===== src/rtl/mmio_pkg.sv =====
// Shared types and constants for the MMIO-to-peripheral bridge.
package mmio_pkg;

  typedef enum logic [2:0] {
    IDLE    = 3'd0,
    SETUP   = 3'd1,
    HOLD    = 3'd2,
    DONE    = 3'd3,
    RELEASE = 3'd4
  } state_e;

  localparam int unsigned UART_STAT_OFFSET = 4;
  localparam logic [31:0] ERR_PATTERN      = 32'hDEAD_BEEF;

endpackage


===== src/rtl/mmio_decode.sv =====
// Combinational address decoder for the UART data/status registers.
module mmio_decode
  import mmio_pkg::*;
#(
  parameter int unsigned         ADDR_W    = 32,
  parameter logic [ADDR_W-1:0]   UART_BASE = 32'hFFFF_FF00
) (
  input  logic [ADDR_W-1:0] addr,
  output logic              hit_data,
  output logic              hit_stat,
  output logic              unmapped
);

  localparam logic [ADDR_W-1:0] STAT_ADDR = UART_BASE + ADDR_W'(UART_STAT_OFFSET);

  assign hit_data = (addr == UART_BASE);
  assign hit_stat = (addr == STAT_ADDR);
  assign unmapped = ~(hit_data | hit_stat);

endmodule


===== src/rtl/mmio_bridge.sv =====
// CPU MMIO to peripheral strobe bridge with programmable strobe hold time.
// Optional sticky unmapped-access error and read pattern under MMIO_ERR_EN.
module mmio_bridge
  import mmio_pkg::*;
#(
  parameter int unsigned       ADDR_W      = 32,
  parameter logic [ADDR_W-1:0] UART_BASE   = 32'hFFFF_FF00,
  parameter int unsigned       HOLD_CYCLES = 16
) (
  input  logic              clk,
  input  logic              rst,
  input  logic              cpu_rd,
  input  logic              cpu_wr,
  input  logic [ADDR_W-1:0] cpu_addr,
  input  logic [31:0]       cpu_wdata,
  output logic [31:0]       cpu_rdata,
  output logic              cpu_ready,
  output logic              per_rd,
  output logic              per_wr,
  output logic              per_s_io,
  output logic              per_s_mmio,
  output logic [7:0]        per_wdata,
  input  logic [7:0]        per_rdata,
  output logic              err
);

  localparam int unsigned      CNT_W    = $clog2(HOLD_CYCLES + 1);
  localparam logic [CNT_W-1:0] CNT_LAST = CNT_W'(HOLD_CYCLES - 1);

`ifdef MMIO_ERR_EN
  localparam logic [31:0] UNMAPPED_RDATA = ERR_PATTERN;
`else
  localparam logic [31:0] UNMAPPED_RDATA = 32'h0;
`endif

  state_e           state_q, state_d;
  logic [CNT_W-1:0] cnt_q, cnt_d;
  logic             is_wr_q, is_wr_d;
  logic             sel_io_q, sel_io_d;
  logic [7:0]       wdata_d;
  logic [31:0]      rdata_d;
  logic             hit_data, hit_stat, unmapped;
  logic             active_d;
  logic             per_rd_d, per_wr_d, per_s_io_d, per_s_mmio_d, cpu_ready_d;
  logic             unused_wdata_c;

  assign unused_wdata_c = ^cpu_wdata[31:8];

  mmio_decode #(
    .ADDR_W    (ADDR_W),
    .UART_BASE (UART_BASE)
  ) u_decode (
    .addr     (cpu_addr),
    .hit_data (hit_data),
    .hit_stat (hit_stat),
    .unmapped (unmapped)
  );

  // Next-state, datapath and registered-output next values
  always_comb begin
    state_d  = state_q;
    cnt_d    = cnt_q;
    is_wr_d  = is_wr_q;
    sel_io_d = sel_io_q;
    wdata_d  = per_wdata;
    rdata_d  = cpu_rdata;

    case (state_q)
      IDLE: begin
        if (cpu_rd || cpu_wr) begin
          is_wr_d = cpu_wr;
          cnt_d   = '0;
          if (unmapped) begin
            state_d = DONE;
            if (!cpu_wr) rdata_d = UNMAPPED_RDATA;
          end else begin
            state_d  = SETUP;
            sel_io_d = hit_data & ~hit_stat;
            wdata_d  = cpu_wdata[7:0];
          end
        end
      end
      SETUP: begin
        state_d = HOLD;
        cnt_d   = '0;
      end
      HOLD: begin
        if (cnt_q == CNT_LAST) begin
          state_d = DONE;
          cnt_d   = '0;
          if (!is_wr_q) rdata_d = {24'h0, per_rdata};
        end else begin
          cnt_d = cnt_q + CNT_W'(1);
        end
      end
      DONE:    state_d = RELEASE;
      // Wait for the CPU to drop its level request so it is not replayed
      RELEASE: if (!cpu_rd && !cpu_wr) state_d = IDLE;
      default: state_d = IDLE;
    endcase

    active_d     = (state_d == SETUP) || (state_d == HOLD);
    per_s_mmio_d = active_d;
    per_s_io_d   = active_d & sel_io_d;
    per_rd_d     = (state_d == HOLD) & ~is_wr_d;
    per_wr_d     = (state_d == HOLD) & is_wr_d;
    cpu_ready_d  = (state_d == DONE);
  end

  always_ff @(posedge clk or negedge rst) begin
    if (!rst) begin
      state_q    <= IDLE;
      cnt_q      <= '0;
      is_wr_q    <= 1'b0;
      sel_io_q   <= 1'b0;
      per_wdata  <= 8'h0;
      cpu_rdata  <= 32'h0;
      per_rd     <= 1'b0;
      per_wr     <= 1'b0;
      per_s_io   <= 1'b0;
      per_s_mmio <= 1'b0;
      cpu_ready  <= 1'b0;
    end else begin
      state_q    <= state_d;
      cnt_q      <= cnt_d;
      is_wr_q    <= is_wr_d;
      sel_io_q   <= sel_io_d;
      per_wdata  <= wdata_d;
      cpu_rdata  <= rdata_d;
      per_rd     <= per_rd_d;
      per_wr     <= per_wr_d;
      per_s_io   <= per_s_io_d;
      per_s_mmio <= per_s_mmio_d;
      cpu_ready  <= cpu_ready_d;
    end
  end

`ifdef MMIO_ERR_EN
  // Sticky flag: any unmapped access accepted in IDLE
  always_ff @(posedge clk or negedge rst) begin
    if (!rst) err <= 1'b0;
    else if ((state_q == IDLE) && (cpu_rd || cpu_wr) && unmapped) err <= 1'b1;
  end
`else
  assign err = 1'b0;
`endif

endmodule


===== config.mk =====
export PLATFORM = sky130hd
export DESIGN_NAME = mmio_bridge
export DESIGN_NICKNAME = d
export VERILOG_FILES = /design/src/rtl/mmio_pkg.sv /design/src/rtl/mmio_decode.sv /design/src/rtl/mmio_bridge.sv
export SDC_FILE = /design/constraint.sdc
export NUM_CORES = 1
export LEC_CHECK = 0
export BUFFER_PORTS_ARGS = -buffer_cell sky130_fd_sc_hd__buf_2
export CAP_MARGIN = 5
export CELL_PAD_IN_SITES_DETAIL_PLACEMENT = 1
export CELL_PAD_IN_SITES_GLOBAL_PLACEMENT = 1
export CORE_ASPECT_RATIO = 0.6
export CORE_MARGIN = 2
export CORE_UTILIZATION = 30
export DETAILED_ROUTE_END_ITERATION = 8
export PLACE_DENSITY_LB_ADDON = 0.1
export SETUP_SLACK_MARGIN = 0.15
export SYNTH_ARGS = -nofsm -noshare
export SYNTH_HDL_FRONTEND = slang
export SYNTH_HIERARCHICAL = 1
export SYNTH_SLANG_ARGS = --single-unit

===== constraint.sdc =====
create_clock -name clk -period 4.6 [get_ports clk]
set_input_delay 0.92 -clock clk [delete_from_list [all_inputs] [get_ports clk]]
set_output_delay 0.92 -clock clk [all_outputs]
set_load 0.05 [all_outputs]

==> key figures, run 1 <==
Detailed routing
  – Via count: 1309
  – Vias per cell: 4.42
  – DR iter-0 viols: 9
  – Final antenna-violating net count: 0
  – TritonRoute pass-1 iters: 4
  – DRC viols: 0
  – Drt wl/cell: 13.7 um
  – Overall routed net length: 4.05 mm

Die
  – Core region area: 0.00520 mm^2
  – I/O Pins: 122
  – DIE AREA: 0.00618 mm^2
  – Starting density of the core: 0.320
  – Chip Width: 100 um
  – DIE HEIGHT: 61.7 um
  – # rows: 20

Timing
  – Slew Viols, Final: 0
  – Worst hold margin: 0.460 ns
  – RSZ-0062 raised after global routing: no
  – Crit path time final: 2.77 ns
  – Rel. slew slack: 0.535
  – # setup viols final: 0
  – Max Clock Skew: 0.00434 ns
  – Worst slew pin tran: 0.698 ns
  – Final hold violations: 0
  – Final Cycle Share: 0.603
  – Max Fclk: 361 MHz
  – Fin Setup TNS: 0 ns

Global routing
  – First-pass GRT wire length: 6.52 mm
  – Pin count of the biggest net entering global routing: 32
  – GRT Max-Usage Layer: met2
  – Vias in the first global route: 1330
  – Met2 Usage GRT: 0.239
  – Met1 Track Usage GR: 0.178
  – Initial antenna violation count: 0
  – Residual overflow from global routing: 0
  – GR Util met3: 0.0459
  – Tot GR Track Use: 0.143

Critical path
  – CP Cell Sequence: buf_2 > nand4_1 > or4_4 > or2_1 > nor4_4 > mux2_2
  – Crit path DAT: 2.94 ns
  – Crit path largest cell delay: 0.60 ns
  – Critical Path RT: 4.77 ns
  – CP max-delay cell: nor4_4
  – CP Capture Point: per_wdata[7]$_DFFE_PN0P_
  – Critical Path Start Type: input pin
  – Worst Setup SP: cpu_addr[23]
  – R2R Path End: per_wdata[7]$_DFFE_PN0P_
  – CP Max Fanout: 9
  – R2R cell count: 3
  – Critical R2R Launch: state_q[0]$_DFF_PN0_
  – CP Class: in2reg
  – FF-to-FF setup slack: 2.74 ns
  – CP endpoint kind: flop

Clock network
  – Max clock buf depth: 2
  – Post-CTS Setup Bufs: 0
  – Total CTS buffers: 5
  – CTS sink count: 31
  – CTS tree: built
  – Clk_lat worst skew: 0.28 ns
  – Register clock-pin slew on the reported worst setup and hold paths: 0.06 ns
  – Number of hold buffers added after cts: 0
  – Clk root buf: clkbuf_8
  – H-tree depth: 2
  – Post_cts resized: 0

Cells and area
  – Post-layout net count: 307
  – Fillcell total: 624
  – Share of cells above drive strength 1: 0.404
  – Area growth from synthesis to layout: 24.3%
  – # diodes: 0

Logic synthesis
  – Post-synth top area share: 0.466
  – Total number of yosys warnings: 6
  – Yosys reg bits: 31
  – Mean Syn Cell Area: 10.7 um^2
  – Post-synth EDFFs: 0
  – Ys async rst share: 1.00
  – Yosys top cell by area: dfrtp_1
  – Sequential area share after synthesis: 0.466
  – Top FF cell, synth: dfrtp_1
  – Top cells by count, synth: 31 x dfrtp_1, 25 x buf_4, 16 x nand2_1
  – Cells after Synth: 156
  – Most common cell in the netlist: dfrtp_1
  – Mapped cell area: 0.00167 mm^2
  – Dominant cells by area after synthesis: dfrtp_1 47%, buf_4 11%, mux2_2 5.4%
  – Synth unique cells: 40

Placement
  – Input/output buffers: 72
  – Placer Congestion: 0.667
  – HPWL Detailed: 3.25 mm

Power and ir drop
  – Worst VDD drop: 0.000128 V
  – Pwr/cell area: 583 mW/mm^2
  – Leakage: 1.17 nW

Status
  – Status: complete, no violations

Min path
  – Worst hold path type: reg2reg

Job
  – Maxcap violations: 0
worst min-delay path by stage:
stage | slack, ns | depth (start not counted) | end | start
after floorplan | 0.43 | 2 | sel_io_q$_DFF_PN0_ | sel_io_q$_DFF_PN0_
after global placement | 0.44 | 2 | sel_io_q$_DFF_PN0_ | sel_io_q$_DFF_PN0_
after detailed placement | 0.45 | 2 | sel_io_q$_DFF_PN0_ | sel_io_q$_DFF_PN0_
after CTS | 0.46 | 2 | sel_io_q$_DFF_PN0_ | sel_io_q$_DFF_PN0_
after global routing | 0.51 | 2 | sel_io_q$_DFF_PN0_ | sel_io_q$_DFF_PN0_
final | 0.46 | 2 | sel_io_q$_DFF_PN0_ | sel_io_q$_DFF_PN0_
layout make-up:
class                   count  area [um^2]  area share
clock buffers               6         82.6      0.0399
inverters                   9         33.8      0.0163
repair buffers             73          368       0.178
clock inverters             1         5.00     0.00242
flip-flops and latches     31          776       0.375
well taps                  66         82.6      0.0399
multi-input cells         110          722       0.349
registers in the layout (all words and copies together), names as in the netlist:
name        count
sel_io_q        1
per_rd          1
per_s_mmio      1
per_s_io        1
per_wr          1
cpu_rdata       8
per_wdata       8
state_q         3
is_wr_q         1
cnt_q           5
cpu_ready       1
report_power, final:
group | internal (mW) | switching [mW] | total, mW
sequential | 0.348 | 0.0638 | 0.412
combinational | 0.172 | 0.406 | 0.578
clock | 0.117 | 0.0993 | 0.216
per-layer routing:
metal  up-vias  wire length (um)  part of all wire
met5         -                 0                 0
met4         0                51             0.013
met3         8               215             0.053
met2        43              2030              0.50
met1       627              1750              0.43
li1        631                 -                 -
kinds of logic after synthesis:
kind of cell,count (synthesis),share of synthesized area
and+or+nand+nor,50,0.186
buffers and inverters,39,0.155
DFF,31,0.466
AOI/OAI and AO/OA,18,0.0819
muxes,16,0.102
adders and majority gates,1,0.00751
other,1,0.00225
worst max-delay path, delay by kind of cell:
family                 cells  cell delay, ns
buffers and inverters      1            0.07
muxes                      1            0.40
and+or+nand+nor            4            1.54
cells in the final DEF (no fill, tap or decap), types with 5 or more instances in the layout:
cell type / count
buf_2: 72
dfrtp_1: 31
conb_1: 25
nand2_1: 16
inv_1: 9
mux2i_1: 8
mux2_2: 8
o21ai_0: 6
clkbuf_8: 6
nor2_1: 5
per-stage QoR:
step,setup WS (ns),cell area [um^2],util,power [mW],instances
floorplan,1.82,1760,-,0.882,180
global placement,1.54,1980,0.381,0.974,289
detailed placement,1.49,1980,0.381,1.00,289
CTS,1.79,2070,0.398,1.23,296
global route,1.69,2070,0.398,1.30,296
finish,1.83,2070,0.398,1.21,296
Note: power is estimated with default switching activity, not from simulation.
==> inputs of run 2 (changes only) <==
- ABC_AREA: default -> 1
- CORE_UTILIZATION: 30 -> 24
- clock period: 4.6 -> 2.5 ns (I/O delays scaled with it)
==> run 2 against run 1 <==
Net effect: area after synthesis is 3.2% higher; sequential cell count unchanged; critical endpoint is now cpu_rdata[3]$_DFFE_PN0P_; routed wire length is 7.9% higher; the run now ends with design-rule violations left; largest cell class unchanged; highest routed layer unchanged; critical path type unchanged.
==> key figures, run 2 <==
Global routing
  – Residual overflow from global routing: 0 (unchanged)
  – Pin count of the biggest net entering global routing: 32 (unchanged)
  – First-pass GRT wire length: 7.73 mm (+19%)
  – Tot GR Track Use: 0.122 (-0.0203)
  – Vias in the first global route: 1587 (+19%)
  – Initial antenna violation count: 0 (unchanged)

Critical path
  – CP endpoint kind: flop
  – CP Max Fanout: 10 (+1)
  – Crit path DAT: 1.87 ns (-1.07 ns)
  – CP Class: in2reg
  – Critical Path Start Type: input pin
  – Worst Setup SP: cpu_addr[9]
  – Critical Path RT: 2.67 ns (-2.10 ns)
  – R2R cell count: 6 (+3)
  – Critical R2R Launch: cnt_q[0]$_DFFE_PN0P_

Cells and area
  – Most common cell after layout, fill and taps aside: nand2_1
  – Final std cells w/o fill: 387 (+31%)
  – Most frequent cells in the layout: 84 x nand2_1, 72 x buf_2, 31 x dfrtp_1
  – Share of cells above drive strength 1: 0.307 (-0.0977)
  – Fin util: 0.330 (-0.0675)
  – Post-layout net count: 376 (+22%)
  – # diodes: 0 (unchanged)
  – Biggest regs: cpu_rdata x8, per_wdata x8, cnt_q x5
  – Area growth from synthesis to layout: 30.4%

Logic synthesis
  – Top cells by count, synth: 84 x nand2_1, 31 x dfrtp_1, 26 x buf_4
  – Mean Syn Cell Area: 7.74 um^2 (-27%)
  – Mapped cell area: 0.00172 mm^2 (+3.2%)
  – Top FF cell, synth: dfrtp_1
  – Sequential area share after synthesis: 0.451 (-0.0146)
  – Synth unique cells: 23 (-43%)
  – Cells after Synth: 222 (+42%)
  – Yosys top cell by area: dfrtp_1
  – Dominant cells by area after synthesis: dfrtp_1 45%, nand2_1 18%, buf_4 11%
  – Post-synth top area share: 0.451 (-0.0146)
  – Most common cell in the netlist: nand2_1
  – Yosys reg bits: 31 (unchanged)
  – Post-synth EDFFs: 0 (unchanged)
  – Total number of yosys warnings: 6 (unchanged)
  – Ys async rst share: 1.00 (unchanged)

Die
  – Chip Width: 113 um (+13%)
  – # rows: 23 (+15%)
  – Core region area: 0.00679 mm^2 (+30%)
  – DIE HEIGHT: 69.6 um (+13%)
  – Starting density of the core: 0.253 (-0.0668)
  – I/O Pins: 122 (unchanged)
  – DIE AREA: 0.00788 mm^2 (+27%)

Power and ir drop
  – Leakage: 1.31 nW (+12%)
  – Pwr/cell area: 1130 mW/mm^2 (+93%)
  – Worst VDD drop: 0.000268 V (+110%)

Timing
  – Worst slew pin tran: 0.719 ns (+0.0210 ns)
  – Crit path time final: 1.70 ns
  – # setup viols final: 0 (unchanged)
  – RSZ-0062 raised after global routing: no
  – Fin Setup TNS: 0 ns (unchanged)
  – Rel. slew slack: 0.521 (-0.0140)
  – Final Cycle Share: 0.680
  – Max Fclk: 588 MHz
  – Max Clock Skew: 0.00157 ns (-0.00276 ns)
  – Final hold violations: 0 (unchanged)
  – Slew Viols, Final: 0 (unchanged)

Clock network
  – Max clock buf depth: 2 (unchanged)
  – CTS sink count: 31 (unchanged)
  – CTS tree: built
  – Post_cts resized: 0 (unchanged)
  – H-tree depth: 2 (unchanged)
  – Post-CTS Setup Bufs: 0 (unchanged)
  – Clk root buf: clkbuf_16
  – Total CTS buffers: 5 (unchanged)
  – Register clock-pin slew on the reported worst setup and hold paths: 0.05 ns (about the same)
  – Number of hold buffers added after cts: 0 (unchanged)
  – Clk_lat worst skew: 0.27 ns (about the same)

Detailed routing
  – Vias per cell: 3.99 (-9.8%)
  – DR iter-0 viols: 32 (+23)
  – Via count: 1543 (+18%)
  – TritonRoute pass-1 iters: 6 (+2)
  – Drt wl/cell: 11.3 um (-17%)
  – DRC viols: 6 (+6)
  – Final antenna-violating net count: 0 (unchanged)
  – Overall routed net length: 4.37 mm (+7.9%)

Placement
  – Placed cell count: 379 (+31%)
  – Placer Congestion: 0.705 (+5.7%)
  – Input/output buffers: 72 (unchanged)
  – HPWL Detailed: 3.40 mm (+4.6%)

Min path
  – Worst hold path type: in2async

Status
  – Failing checks: design-rule violations
  – Status: finished with violations

Job
  – Maxcap violations: 0 (unchanged)
[run 2: changes by cell type after synthesis, moves of 4 or more]
cell / delta
a21o_1: -4
inv_2: +5
nand3b_1: +6
mux2_2: -8
mux2i_1: -8
nor2_1: +11
inv_1: +9
nand2_1: +68
[run 2: routing by layer]
layer / share of wire / wire length [um] / global-route usage
met3: 0.084 / 365 / 0.0559
met1: 0.50 / 2200 / 0.164
met4: 0.0099 / 43 / 0.0325
met5: 0 / 0 / 0
met2: 0.40 / 1760 / 0.178
[run 2: worst max-delay path, stage by stage]
cell	delay, ns
buf_2	0.10
nand2_1	0.06
nor2_1	0.04
nand2_1	0.14
nor2_1	0.07
o21ai_0	0.28
nand4_1	0.22
o21ai_4	0.19
nand2_4	0.14
nand2_1	0.09
nand2_1	0.05
[run 2: layout make-up]
class / count / area, um^2
fill: 866 / 4550
inverter: 24 / 90.1
sequential: 31 / 776
timing repair buffer: 73 / 368
multi-input combinational: 164 / 743
tap: 87 / 109
clock buffer: 8 / 156
[run 2: kinds of logic (layout without fill, tap and decap cells)]
group | after synthesis | after routing | synth area share
buffers and inverters | 51 | 105 | 0.169
other | 1 | 25 | 0.00218
AOI/OAI and AO/OA | 11 | 11 | 0.0386
and+or+nand+nor | 127 | 127 | 0.332
adders and majority gates | 1 | 1 | 0.00728
DFF | 31 | 31 | 0.451
[run 2: report_power, final]
part	total [mW]	switching [mW]	leakage, nW	internal (mW)
registers	0.757	0.103	0.412	0.655
logic	1.13	0.867	0.820	0.266
clock network	0.633	0.210	0.0772	0.423
total	2.52	1.18	1.31	1.34
[run 2: path summary, 6_finish.rpt]
kind / to / slack (ns)
setup / recovery: cpu_rdata[3]$_DFFE_PN0P_ / 0.80
min in group clk: per_wdata[1]$_DFFE_PN0P_ / 0.42
max in group asynchronous: state_q[0]$_DFF_PN0_ / 1.76
hold / removal: cnt_q[2]$_DFFE_PN0P_ / 0.28
hold reg to reg: cpu_rdata[7]$_DFFE_PN0P_ / 0.46
setup reg to reg: cpu_rdata[3]$_DFFE_PN0P_ / 0.94
[run 2: metrics by stage]
stage	area [um^2]	hold WS [ns]	power, mW	setup WS [ns]
after global routing	2240	0.344	2.72	0.543
final	2240	0.277	2.52	0.800
after CTS	2240	0.320	2.57	0.791
after detailed placement	2090	0.458	1.92	0.493
after floorplan	1810	0.204	1.66	0.901
after global placement	2090	0.452	1.91	0.477
